**config.mk**
```make
export PLATFORM = sky130hd
export DESIGN_NAME = rr_grant_arbiter
export DESIGN_NICKNAME = d
export VERILOG_FILES = /design/src/rtl/rr_grant_arbiter.sv
export SDC_FILE = /design/constraint.sdc
export NUM_CORES = 1
export LEC_CHECK = 0
export BUFFER_PORTS_ARGS = -buffer_cell sky130_fd_sc_hd__buf_2
export CAP_MARGIN = 40
export CORE_MARGIN = 5
export CORE_UTILIZATION = 45
export DETAILED_ROUTE_END_ITERATION = 12
export MAX_ROUTING_LAYER = met4
export PLACE_DENSITY = 0.71
export SLEW_MARGIN = 5
export SYNTH_ARGS = -nofsm -noshare
export SYNTH_HDL_FRONTEND = slang
export SYNTH_SLANG_ARGS = --single-unit
```
**constraint.sdc**
```tcl
create_clock -name clk -period 2.75 [get_ports clk]
set_clock_uncertainty 0.05 [all_clocks]
set_input_delay 0.55 -clock clk [delete_from_list [all_inputs] [get_ports clk]]
set_output_delay 0.55 -clock clk [all_outputs]
set_load 0.005 [all_outputs]
```
**src/rtl/rr_grant_arbiter.sv**
```systemverilog
// rr_grant_arbiter: registered round-robin arbiter with valid/ready grant handshake and saturating accept counter
module rr_grant_arbiter #(
  parameter int N = 8,
  parameter int IDXW = $clog2(N),
  parameter int CNTW = 16
) (
  input  logic            clk,
  input  logic            rst,
  input  logic [N-1:0]    req,
  output logic [N-1:0]    gnt,
  output logic [IDXW-1:0] gnt_idx,
  output logic            gnt_vld,
  input  logic            gnt_rdy,
  output logic [CNTW-1:0] gnt_cnt
);
  localparam logic IDLE = 1'b0;
  localparam logic GRANT = 1'b1;
  logic state;
  logic acc;
  logic win_vld;
  logic [IDXW-1:0] ptr;
  logic [IDXW-1:0] nxt_ptr;
  logic [IDXW-1:0] scan_ptr;
  logic [IDXW-1:0] win_idx;
  logic [N-1:0] hi_req;
  assign acc = state == GRANT && gnt_rdy;
  assign nxt_ptr = gnt_idx == IDXW'(N - 1) ? '0 : gnt_idx + 1'b1;
  assign scan_ptr = acc ? nxt_ptr : ptr;
  assign win_vld = |req;
  // lowest request at or above the scan pointer wins, else lowest request overall (wrap)
  always_comb begin
    hi_req = '0;
    win_idx = '0;
    for (int i = 0; i < N; i++) hi_req[i] = req[i] && IDXW'(i) >= scan_ptr;
    for (int i = N - 1; i >= 0; i--) win_idx = req[i] ? IDXW'(i) : win_idx;
    for (int i = N - 1; i >= 0; i--) win_idx = hi_req[i] ? IDXW'(i) : win_idx;
  end
  // grant register: load from IDLE or on accept, hold while the consumer stalls
  always_ff @(posedge clk) begin
    if (rst) begin
      state <= IDLE;
      gnt <= '0;
      gnt_idx <= '0;
      gnt_vld <= 1'b0;
      ptr <= '0;
    end else if (state == IDLE || gnt_rdy) begin
      if (acc) ptr <= nxt_ptr;
      state <= win_vld ? GRANT : IDLE;
      gnt_vld <= win_vld;
      gnt_idx <= win_vld ? win_idx : '0;
      gnt <= win_vld ? {{(N-1){1'b0}}, 1'b1} << win_idx : '0;
    end
  end
  // saturating count of accepted grants
  always_ff @(posedge clk) begin
    if (rst) gnt_cnt <= '0;
    else if (acc && ~&gnt_cnt) gnt_cnt <= gnt_cnt + 1'b1;
  end
endmodule

```
==> impl_metrics.yaml, run 1 <==
sta:
  fmax_mhz: 395.4
  tightest_slew_ns: 0.6124
  rsz0062_at_grt: "no"
  timing.final.crit_share: 0.9196
  slew_violations: 0
  setup_viol: 0
  hold_violations: 0
  finalSetupTns_ns: 0
  layout_min_cycle_time_ns: 2.529
  max_slew_margin: 0.5880
flow_run:
  cap_violations: 0
critical_path:
  arrival_ns: 2.65
  end_kind: "register"
  cp_slowest_stage_delay_ns: 0.38
  critical_path.most_common_cell: "ha_1"
  rr_worst_depth: 9
  rrSetupSlack_ns: 0.22
  worstReg2RegEnd: "gnt[7]$_SDFFE_PP0P_"
  crit_slowest_cell: "o311a_1"
  reg2reg_from: "gnt_idx[0]$_SDFFE_PP0P_"
  crit_type: "reg -> reg"
  cp-start-kind: "register"
  crit_fanout: 7
  critPathTopFamily: "compound AO/OA/AOI/OAI gates"
  critPathRequiredTime_ns: 2.87
  cp.buffers_inverters: 1
  endpoint: "gnt[7]$_SDFFE_PP0P_"
  crit_start: "gnt_idx[0]$_SDFFE_PP0P_"
  path_depth: 9
  path_cells: "ha_1 > ha_1 > nand4bb_2 > a222oi_1 > buf_4 > nor2_1 > o311a_1 > nor2b_4 > a32o_1"
clock_network:
  cts_tree: "built"
  cts-resized-gates: 0
  clockBufferDepth: 2
  cts_setup_buffers: 0
  hold_buffers: 0
  clk_pin_slew_worst_paths_ns: 0.06
  cts.sinks: 31
  cts_max_level: 2
  tritoncts.num_buffers: 5
  clock_latency_ns: 0.28
  clockRootBuffer: "clkbuf_8"
grt:
  grt-busiest-layer: "met2"
  gr-usage-met3: 0.04830
  gr-usage-all-layers: 0.1744
  antenna_found_initial: 0
  grt-ovfl-total: 0
  met1_usage: 0.2270
  grt_first_pass_wirelength_um: 6900
  grt_max_degree: 25
  first_global_vias: 1483
  use_met2: 0.2533
yosys:
  yosysMostFrequentCell: "nor2_1"
  async_flop_share: 0
  syn_nets: 207
  avgSynthCellArea_um2: 8.648
  synth_area_leader_cell: "dfxtp_1"
  synth_top_area_share: 0.3718
  ys_warn_count: 0
  mappedNetlistArea_um2: 1669
  synth_flop_cell: "dfxtp_1"
  synth-edff-count: 0
  ys_ff_latch: 31
  synth_area_leaders: "dfxtp_1, nor2_1, xor2_1"
  yosys-top-cells-count: "nor2_1, dfxtp_1, nand2_1, xor2_1, nand3_1"
  yosysSeqAreaShare: 0.3718
  netlist_instances: 193
  ys_types: 53
outcome:
  status: "finished clean"
floorplan:
  dieArea_um2: 5027
  start_util: 0.4594
  core_area_um2: 3633
  rows: 22
  die_y_um: 70.90
  fp.dieW_um: 70.90
  io_pins: 39
place:
  io_buffer_count: 38
  gp_congestion: 0.8935
  detailed_place_hpwl_um: 2982
finish:
  nFillCells: 357
  n_antenna_cell: 0
  drive_gt1_frac: 0.2605
  fin_nets: 251
  syn_to_final_growth_pct: 21.96
route:
  routed_wirelength_um: 3981
  detail_route.wl_per_cell_um: 13.92
  firstDrtPassIters: 5
  drtIter0Drc: 207
  ant_nets: 0
  drc: 0
  viasPerCell: 5.664
  dr_total_vias: 1620
power:
  finalPower_uw: 1095
  p_leak_uw: 0.0008824
  powerDensity_nw_per_um2: 538.0
  ir_drop_mv: 0.4767
hold_path:
  hp-class: "reg -> reg"
  worstHoldStart: "gnt[3]$_SDFFE_PP0P_"
==> cells by family (layout without fill, tap and decap cells) <==
group,Yosys count,in the layout,synth area share
multiplexers,1,1,0.005997
adder cells (fa/ha/maj),3,3,0.02249
buffers and inverters,14,59,0.03898
AND/OR/NAND/NOR,84,84,0.2609
XOR/XNOR,15,15,0.07871
AO/OA/AOI/OAI,45,45,0.2211
flip-flops,31,31,0.3718
==> registers in the layout, summed over array words and instances, names as in the netlist <==
register / count
gnt_cnt: 16
gnt: 8
gnt_idx: 3
ptr: 3
gnt_vld: 1
==> layer usage <==
| layer | wire (um) | vias to the layer above |
|---|---|---|
| li1 | - | 801 |
| met3 | 199 | 5 |
| met2 | 1751 | 58 |
| met4 | 69 | 0 |
| met5 | 0 | - |
| met1 | 1961 | 756 |
==> report_power, final <==
| part | total [uW] | switching [uW] | leakage, uW | internal (uW) |
|---|---|---|---|---|
| clock network | 458 | 165 | 0.0000612 | 293 |
| registers | 476 | 11.1 | 0.000252 | 465 |
| logic | 162 | 93.8 | 0.000570 | 67.8 |
| total | 1100 | 270 | 0.000882 | 826 |
==> layout make-up <==
type / count / area [um2] / share of cell area
multi-input cells: 148 / 983.4 / 0.4831
flip-flops and latches: 31 / 620.6 / 0.3049
repair buffers: 42 / 220.2 / 0.1082
clock buffers: 6 / 82.58 / 0.04057
well taps: 48 / 60.06 / 0.02950
clock inverters: 2 / 35.03 / 0.01721
inverters: 9 / 33.78 / 0.01659
==> worst min-delay path by stage <==
stage,endpoint,cells past startpoint
CTS,gnt[3]$_SDFFE_PP0P_,1
global placement,gnt[2]$_SDFFE_PP0P_,1
detailed placement,gnt[3]$_SDFFE_PP0P_,1
floorplan,gnt[0]$_SDFFE_PP0P_,1
finish,gnt[3]$_SDFFE_PP0P_,1
global route,gnt[3]$_SDFFE_PP0P_,1
==> placed cells by master (no fill, tap or decap), types with 2 or more instances in the layout <==
cell      instances
nand4_1           6
nor3b_1           2
buf_2            38
dfxtp_1          31
o31ai_1           2
a22oi_1           4
or2_2             2
a31oi_1           2
nor2_1           32
xnor2_1           4
a32o_1            8
xor2_1           11
o221ai_1          3
nand3_1          10
ha_1              3
buf_4             4
nor4_1            3
clkbuf_8          6
o22ai_1           3
a21bo_2           3
and3_1            3
inv_1             9
a21oi_1           4
and2_1            2
nand2_1          11
o21ai_0           4
==> per-stage QoR <==
stage	instance area [um2]	hold WS [ns]	worst slack [ns]	std cells	utilization
after floorplan	1669	0.4157	0.3706	193	-
final	2036	0.4152	0.2212	286	0.5603
after CTS	2028	0.4205	0.1680	285	0.5582
after global placement	1911	0.3998	0.2715	277	0.5258
after global routing	2036	0.4404	0.1032	286	0.5603
after detailed placement	1911	0.4039	0.1662	277	0.5258
Power figures use the tool's default switching activity.
==> inputs of run 2 (changes only) <==
--- a/config.mk
+++ b/config.mk
@@ -7,11 +7,13 @@
 export LEC_CHECK = 0
 export BUFFER_PORTS_ARGS = -buffer_cell sky130_fd_sc_hd__buf_2
 export CAP_MARGIN = 40
+export CELL_PAD_IN_SITES_DETAIL_PLACEMENT = 0
+export CELL_PAD_IN_SITES_GLOBAL_PLACEMENT = 1
 export CORE_MARGIN = 5
-export CORE_UTILIZATION = 45
+export CORE_UTILIZATION = 39
 export DETAILED_ROUTE_END_ITERATION = 12
 export MAX_ROUTING_LAYER = met4
-export PLACE_DENSITY = 0.71
+export PLACE_DENSITY = 0.8
 export SLEW_MARGIN = 5
 export SYNTH_ARGS = -nofsm -noshare
 export SYNTH_HDL_FRONTEND = slang
==> impl_metrics.yaml, run 2 (synthesis results as in run 1) <==
floorplan:
  core_area_um2: 4086
  die_y_um: 75.42
  rows: 23
  dieArea_um2: 5688
  start_util: 0.4085
  io_pins: 39
  fp.dieW_um: 75.42
outcome:
  status: "finished clean"
hold_path:
  hp-class: "reg -> reg"
  worstHoldStart: "gnt[3]$_SDFFE_PP0P_"
  holdPathEnd: "gnt[3]$_SDFFE_PP0P_"
  holdPathStages: 1
clock_network:
  cts_setup_buffers: 0
  clk_pin_slew_worst_paths_ns: 0.06
  clock_latency_ns: 0.28
  clockRootBuffer: "clkbuf_8"
  clockBufferDepth: 2
  cts_max_level: 2
  cts_tree: "built"
  cts.sinks: 31
  cts-resized-gates: 0
  hold_buffers: 0
  tritoncts.num_buffers: 5
finish:
  nFillCells: 410
  regArea_um2: 620.6
  fin_nets: 250
  layout_commonest_cell: "buf_2"
  design_area_um2: 2016
  n_antenna_cell: 0
  largest_reg_flops: 16
  syn_to_final_growth_pct: 20.76
  drive_gt1_frac: 0.2500
  largest_registers: "gnt_cnt: 16 flops, gnt: 8 flops"
  multi_input_area_um2: 983.4
  regMostFlops: "gnt_cnt"
  final_cell_mix: "buf_2, nor2_1, dfxtp_1"
sta:
  timing.final.crit_share: 0.9701
  hold_violations: 0
  tightest_slew_ns: 0.6133
  slew_violations: 0
  max_slew_margin: 0.5896
  worst_hold_slack_ns: 0.4142
  rsz0062_at_grt: "no"
  layout_min_cycle_time_ns: 2.668
  finalSetupTns_ns: 0
  setup_viol: 0
  fmax_mhz: 374.8
route:
  drtIter0Drc: 151
  ant_nets: 0
  routed_wirelength_um: 4112
  firstDrtPassIters: 5
  drc: 0
  viasPerCell: 5.556
  detail_route.wl_per_cell_um: 14.38
  dr_total_vias: 1589
place:
  io_buffer_count: 38
  gp_congestion: 0.8925
  detailed_place_hpwl_um: 3120
  dpl_cell_area_um2: 1913
critical_path:
  cp_slowest_stage_delay_ns: 0.53
  crit_slowest_cell: "a222oi_1"
  critPathRequiredTime_ns: 2.87
  rr_worst_depth: 8
  critical_path.most_common_cell: "ha_1"
  arrival_ns: 2.79
  crit_type: "reg -> reg"
  crit_fanout: 7
  path_cells: "ha_1 > ha_1 > nand4bb_2 > a222oi_1 > o22ai_1 > a211oi_1 > nor2_1 > a32o_1"
  end_kind: "register"
  reg2reg_from: "gnt_idx[0]$_SDFFE_PP0P_"
  cp-start-kind: "register"
  rrSetupSlack_ns: 0.08
  worstReg2RegEnd: "gnt[4]$_SDFFE_PP0P_"
flow_run:
  cap_violations: 0
grt:
  first_global_vias: 1459
  grt-ovfl-total: 0
  gr-usage-all-layers: 0.1612
  antenna_found_initial: 0
  grt_first_pass_wirelength_um: 6865
  grt_max_degree: 25
power:
  ir_drop_mv: 0.2980
  finalPower_uw: 1067
  powerDensity_nw_per_um2: 529.1
  p_leak_uw: 0.0008670
[run 2: cell types whose count changed in the layout (fill, tap and decap cells not counted), sizes merged]
| cell | change |
|---|---|
| buf | -1 |
| clkinv | -1 |
[run 2: area by class of cell]
type                            count  share of cell area
Multi-Input combinational cell    148              0.4879
Inverter                            9             0.01676
Sequential cell                    31              0.3079
Clock inverter                      1             0.01490
Tap cell                           50             0.03104
Timing Repair Buffer               41              0.1055
Clock buffer                        6             0.03600
[run 2: worst max-delay path by stage]
stage                                        from             endpoint  slack (ns)
final                     gnt_idx[0]$_SDFFE_PP0P_  gnt[4]$_SDFFE_PP0P_        0.08
after global routing      gnt_idx[0]$_SDFFE_PP0P_  gnt[4]$_SDFFE_PP0P_       0.004
after CTS                 gnt_idx[0]$_SDFFE_PP0P_  gnt[4]$_SDFFE_PP0P_        0.14
after detailed placement  gnt_idx[0]$_SDFFE_PP0P_  gnt[4]$_SDFFE_PP0P_        0.14
after global placement    gnt_idx[0]$_SDFFE_PP0P_  gnt[7]$_SDFFE_PP0P_        0.24
after floorplan           gnt_idx[0]$_SDFFE_PP0P_  gnt[6]$_SDFFE_PP0P_        0.37
[run 2: metal layers]
| layer | GRT usage | wire length (um) |
|---|---|---|
| met1 | 0.2273 | 2033 |
| met5 | - | 0 |
| met4 | 0.05631 | 61 |
| met2 | 0.2205 | 1773 |
| met3 | 0.04222 | 245 |
[run 2: metrics by stage]
stage,setup WS [ns],util,instances
after global routing,0.004227,0.4933,286
after CTS,0.1370,0.4933,286
after detailed placement,0.1395,0.4682,279
final,0.08226,0.4933,286
after floorplan,0.3706,-,193
after global placement,0.2352,0.4682,279
[run 2: worst max-delay path, delay by kind of cell, from the launching register on]
kind | cells | cell delay [ns]
and+or+nand+nor | 2 | 0.47
adders and majority gates | 2 | 0.38
AOI/OAI and AO/OA | 4 | 1.34
DFF | 1 | 0.33
[run 2: power by group]
group	internal [uW]	leakage, uW	switching, uW
Combinational	67.7	0.000564	93.9
Sequential	465	0.000252	11.3
Clock	265	0.0000513	164
Total	798	0.000867	269
==> inputs of run 3 (changes only) <==
--- a/config.mk
+++ b/config.mk
@@ -5,15 +5,17 @@
 export SDC_FILE = /design/constraint.sdc
 export NUM_CORES = 1
 export LEC_CHECK = 0
+export ABC_AREA = 1
 export BUFFER_PORTS_ARGS = -buffer_cell sky130_fd_sc_hd__buf_2
 export CAP_MARGIN = 40
 export CELL_PAD_IN_SITES_DETAIL_PLACEMENT = 0
 export CELL_PAD_IN_SITES_GLOBAL_PLACEMENT = 1
 export CORE_MARGIN = 5
-export CORE_UTILIZATION = 39
+export CORE_UTILIZATION = 37
+export CTS_CLUSTER_SIZE = 24
 export DETAILED_ROUTE_END_ITERATION = 12
 export MAX_ROUTING_LAYER = met4
-export PLACE_DENSITY = 0.8
+export PLACE_DENSITY = 0.81
 export SLEW_MARGIN = 5
 export SYNTH_ARGS = -nofsm -noshare
 export SYNTH_HDL_FRONTEND = slang
==> impl_metrics.yaml, run 3 <==
finish:
  regMostFlops: "gnt_cnt"
  final_cell_mix: "nand2_1, buf_2, inv_1"
  drive_gt1_frac: 0.2116
  syn_to_final_growth_pct: 20.58
  design_area_um2: 2016
  n_antenna_cell: 0
  largest_reg_flops: 16
  fin_nets: 306
  layout_commonest_cell: "nand2_1"
  largest_registers: "gnt_cnt: 16 flops, gnt: 8 flops"
  nFillCells: 479
yosys:
  yosysMostFrequentCell: "nand2_1"
  avgSynthCellArea_um2: 6.686
  ys_types: 28
  yosys-top-cells-count: "nand2_1, inv_1, dfxtp_1"
  netlist_instances: 250
  synth_area_leaders: "dfxtp_1, nand2_1, a21oi_1"
  synth_area_leader_cell: "dfxtp_1"
  syn_nets: 264
  yosysSeqAreaShare: 0.3713
  mappedNetlistArea_um2: 1672
  synth-edff-count: 0
  ys_ff_latch: 31
  async_flop_share: 0
  synth_flop_cell: "dfxtp_1"
  synth_top_area_share: 0.3713
  ys_warn_count: 0
power:
  p_sw_frac: 0.2493
  p_clk_frac: 0.436
  p_leak_uw: 0.0009006
  ir_drop_mv: 0.2817
  finalPower_uw: 1069
  p_comb_frac: 0.121
  powerDensity_nw_per_um2: 530.2
  p_switching_uw: 266.4
  seqPwrFrac: 0.443
  intPower_uw: 802.2
critical_path:
  arrival_ns: 2.25
  crit_type: "reg -> reg"
  critical_path.most_common_cell: "nand2_1"
  cp.buffers_inverters: 1
  rrSetupSlack_ns: 0.59
  path_cells: "ha_1 > ha_1 > inv_1 > o21ai_2 > nand3_1 > nand2_1 > nand2_1 > nand2_1 > nand2_1 > nand2_1 > nand2_1 > nand2_2 > nand2_1 > nand3_1 > a21oi_1"
  end_kind: "register"
  rr_worst_depth: 15
  cp-start-kind: "register"
  worstReg2RegEnd: "gnt[0]$_SDFFE_PP0P_"
  crit_fanout: 6
  reg2reg_from: "gnt_idx[0]$_SDFFE_PP0P_"
  crit_slowest_cell: "dfxtp_1"
  critPathTopFamily: "simple AND/OR/NAND/NOR gates"
  crit_start: "gnt_idx[0]$_SDFFE_PP0P_"
  cp_slowest_stage_delay_ns: 0.34
  critPathRequiredTime_ns: 2.85
floorplan:
  die_y_um: 77.22
  start_util: 0.3839
  core_area_um2: 4354
  io_pins: 39
  rows: 24
  dieArea_um2: 5962
  fp.dieW_um: 77.22
sta:
  fmax_mhz: 463.3
  layout_min_cycle_time_ns: 2.159
  tightest_slew_ns: 0.4516
  rsz0062_at_grt: "no"
  hold_violations: 0
  setup_viol: 0
  timing.final.crit_share: 0.7849
  slew_violations: 0
  max_slew_margin: 0.6989
  finalSetupTns_ns: 0
route:
  viasPerCell: 4.820
  dr_total_vias: 1663
  drtIter0Drc: 98
  routed_wirelength_um: 4099
  ant_nets: 0
  detail_route.wl_per_cell_um: 11.88
  drc: 0
  firstDrtPassIters: 4
clock_network:
  clock_latency_ns: 0.28
  tritoncts.num_buffers: 5
  cts_max_level: 2
  hold_buffers: 0
  clockRootBuffer: "clkbuf_8"
  cts.sinks: 31
  cts_setup_buffers: 0
  clockBufferDepth: 2
  cts-resized-gates: 0
  clk_pin_slew_worst_paths_ns: 0.07
  cts_tree: "built"
grt:
  gr-usage-all-layers: 0.1453
  antenna_found_initial: 0
  grt_max_degree: 24
  grt_first_pass_wirelength_um: 7093
  first_global_vias: 1621
  grt-ovfl-total: 0
outcome:
  status: "finished clean"
hold_path:
  worstHoldStart: "gnt[4]$_SDFFE_PP0P_"
  holdPathEnd: "gnt[4]$_SDFFE_PP0P_"
  holdPathStages: 2
  hp-class: "reg -> reg"
place:
  detailed_place_hpwl_um: 3136
  io_buffer_count: 38
  dpl_cell_area_um2: 1898
  gp_congestion: 0.8089
flow_run:
  cap_violations: 0
## run 3: cell types whose count changed after synthesis, moves of 4 or more
cell,before,now
nand2_2,0,5
a21oi_1,4,25
o21ai_0,4,8
nor3_1,1,5
a22oi_1,4,0
a32o_1,8,0
nor2_1,32,24
nand3_1,10,19
inv_1,9,32
xor2_1,11,2
nand2_1,11,69
## run 3: routing by layer
metal	share of wire	vias up	track usage
li1	-	888	-
met1	0.47	734	0.1712
met2	0.48	39	0.2500
met3	0.053	2	0.03513
met4	0.0034	0	0.03093
met5	0	-	-
## run 3: worst reg2reg max path: stages, from the launching register on
cell and delay, ns:
dfxtp_1 0.34, ha_1 0.21, ha_1 0.27, inv_1 0.04
o21ai_2 0.24, nand3_1 0.11, nand2_1 0.11, nand2_1 0.06
nand2_1 0.05, nand2_1 0.04, nand2_1 0.05, nand2_1 0.10
nand2_2 0.13, nand2_1 0.09, nand3_1 0.08, a21oi_1 0.06
## run 3: worst max path at each step
stage	slack (ns)	cells after the start	to
floorplan	0.80	15	gnt[4]$_SDFFE_PP0P_
global placement	0.61	15	gnt[0]$_SDFFE_PP0P_
detailed placement	0.60	15	gnt[4]$_SDFFE_PP0P_
CTS	0.57	15	gnt[0]$_SDFFE_PP0P_
global route	0.34	10	gnt[1]$_SDFFE_PP0P_
finish	0.59	15	gnt[0]$_SDFFE_PP0P_
## run 3: through the flow
step                hold slack (ns)  utilization  setup slack [ns]  std cells
floorplan                    0.4001            -            0.8036        250
global placement             0.3963       0.4359            0.6080        337
detailed placement           0.4045       0.4359            0.5980        337
CTS                          0.4150       0.4629            0.5737        345
global route                 0.4247       0.4629            0.3396        345
finish                       0.4130       0.4629            0.5914        345
## run 3: layout make-up
cell class | count | area (um2) | share of cell area
well taps | 52 | 65.06 | 0.03228
flip-flops and latches | 31 | 620.6 | 0.3079
repair buffers | 39 | 197.7 | 0.09808
clock buffers | 6 | 82.58 | 0.04097
inverters | 34 | 127.6 | 0.06331
clock inverters | 2 | 35.03 | 0.01738
multi-input cells | 181 | 887.1 | 0.4401
## run 3: power groups by stage
stage | clock network, uW | logic (uW) | registers, uW
floorplan | 0 | 88.7 | 483
global placement | 0 | 131 | 482
detailed placement | 0 | 131 | 483
CTS | 475 | 132 | 473
global route | 498 | 149 | 475
finish | 466 | 130 | 473
## run 3: kinds of logic (layout without fill, tap and decap cells)
logic type	count (synthesis)	in the layout	synth area share
simple gates	134	134	0.3503
compound gates	39	39	0.1317
buf+inv	38	81	0.09806
flops	31	31	0.3713
xor+xnor	5	5	0.02620
fa+ha+maj	3	3	0.02246
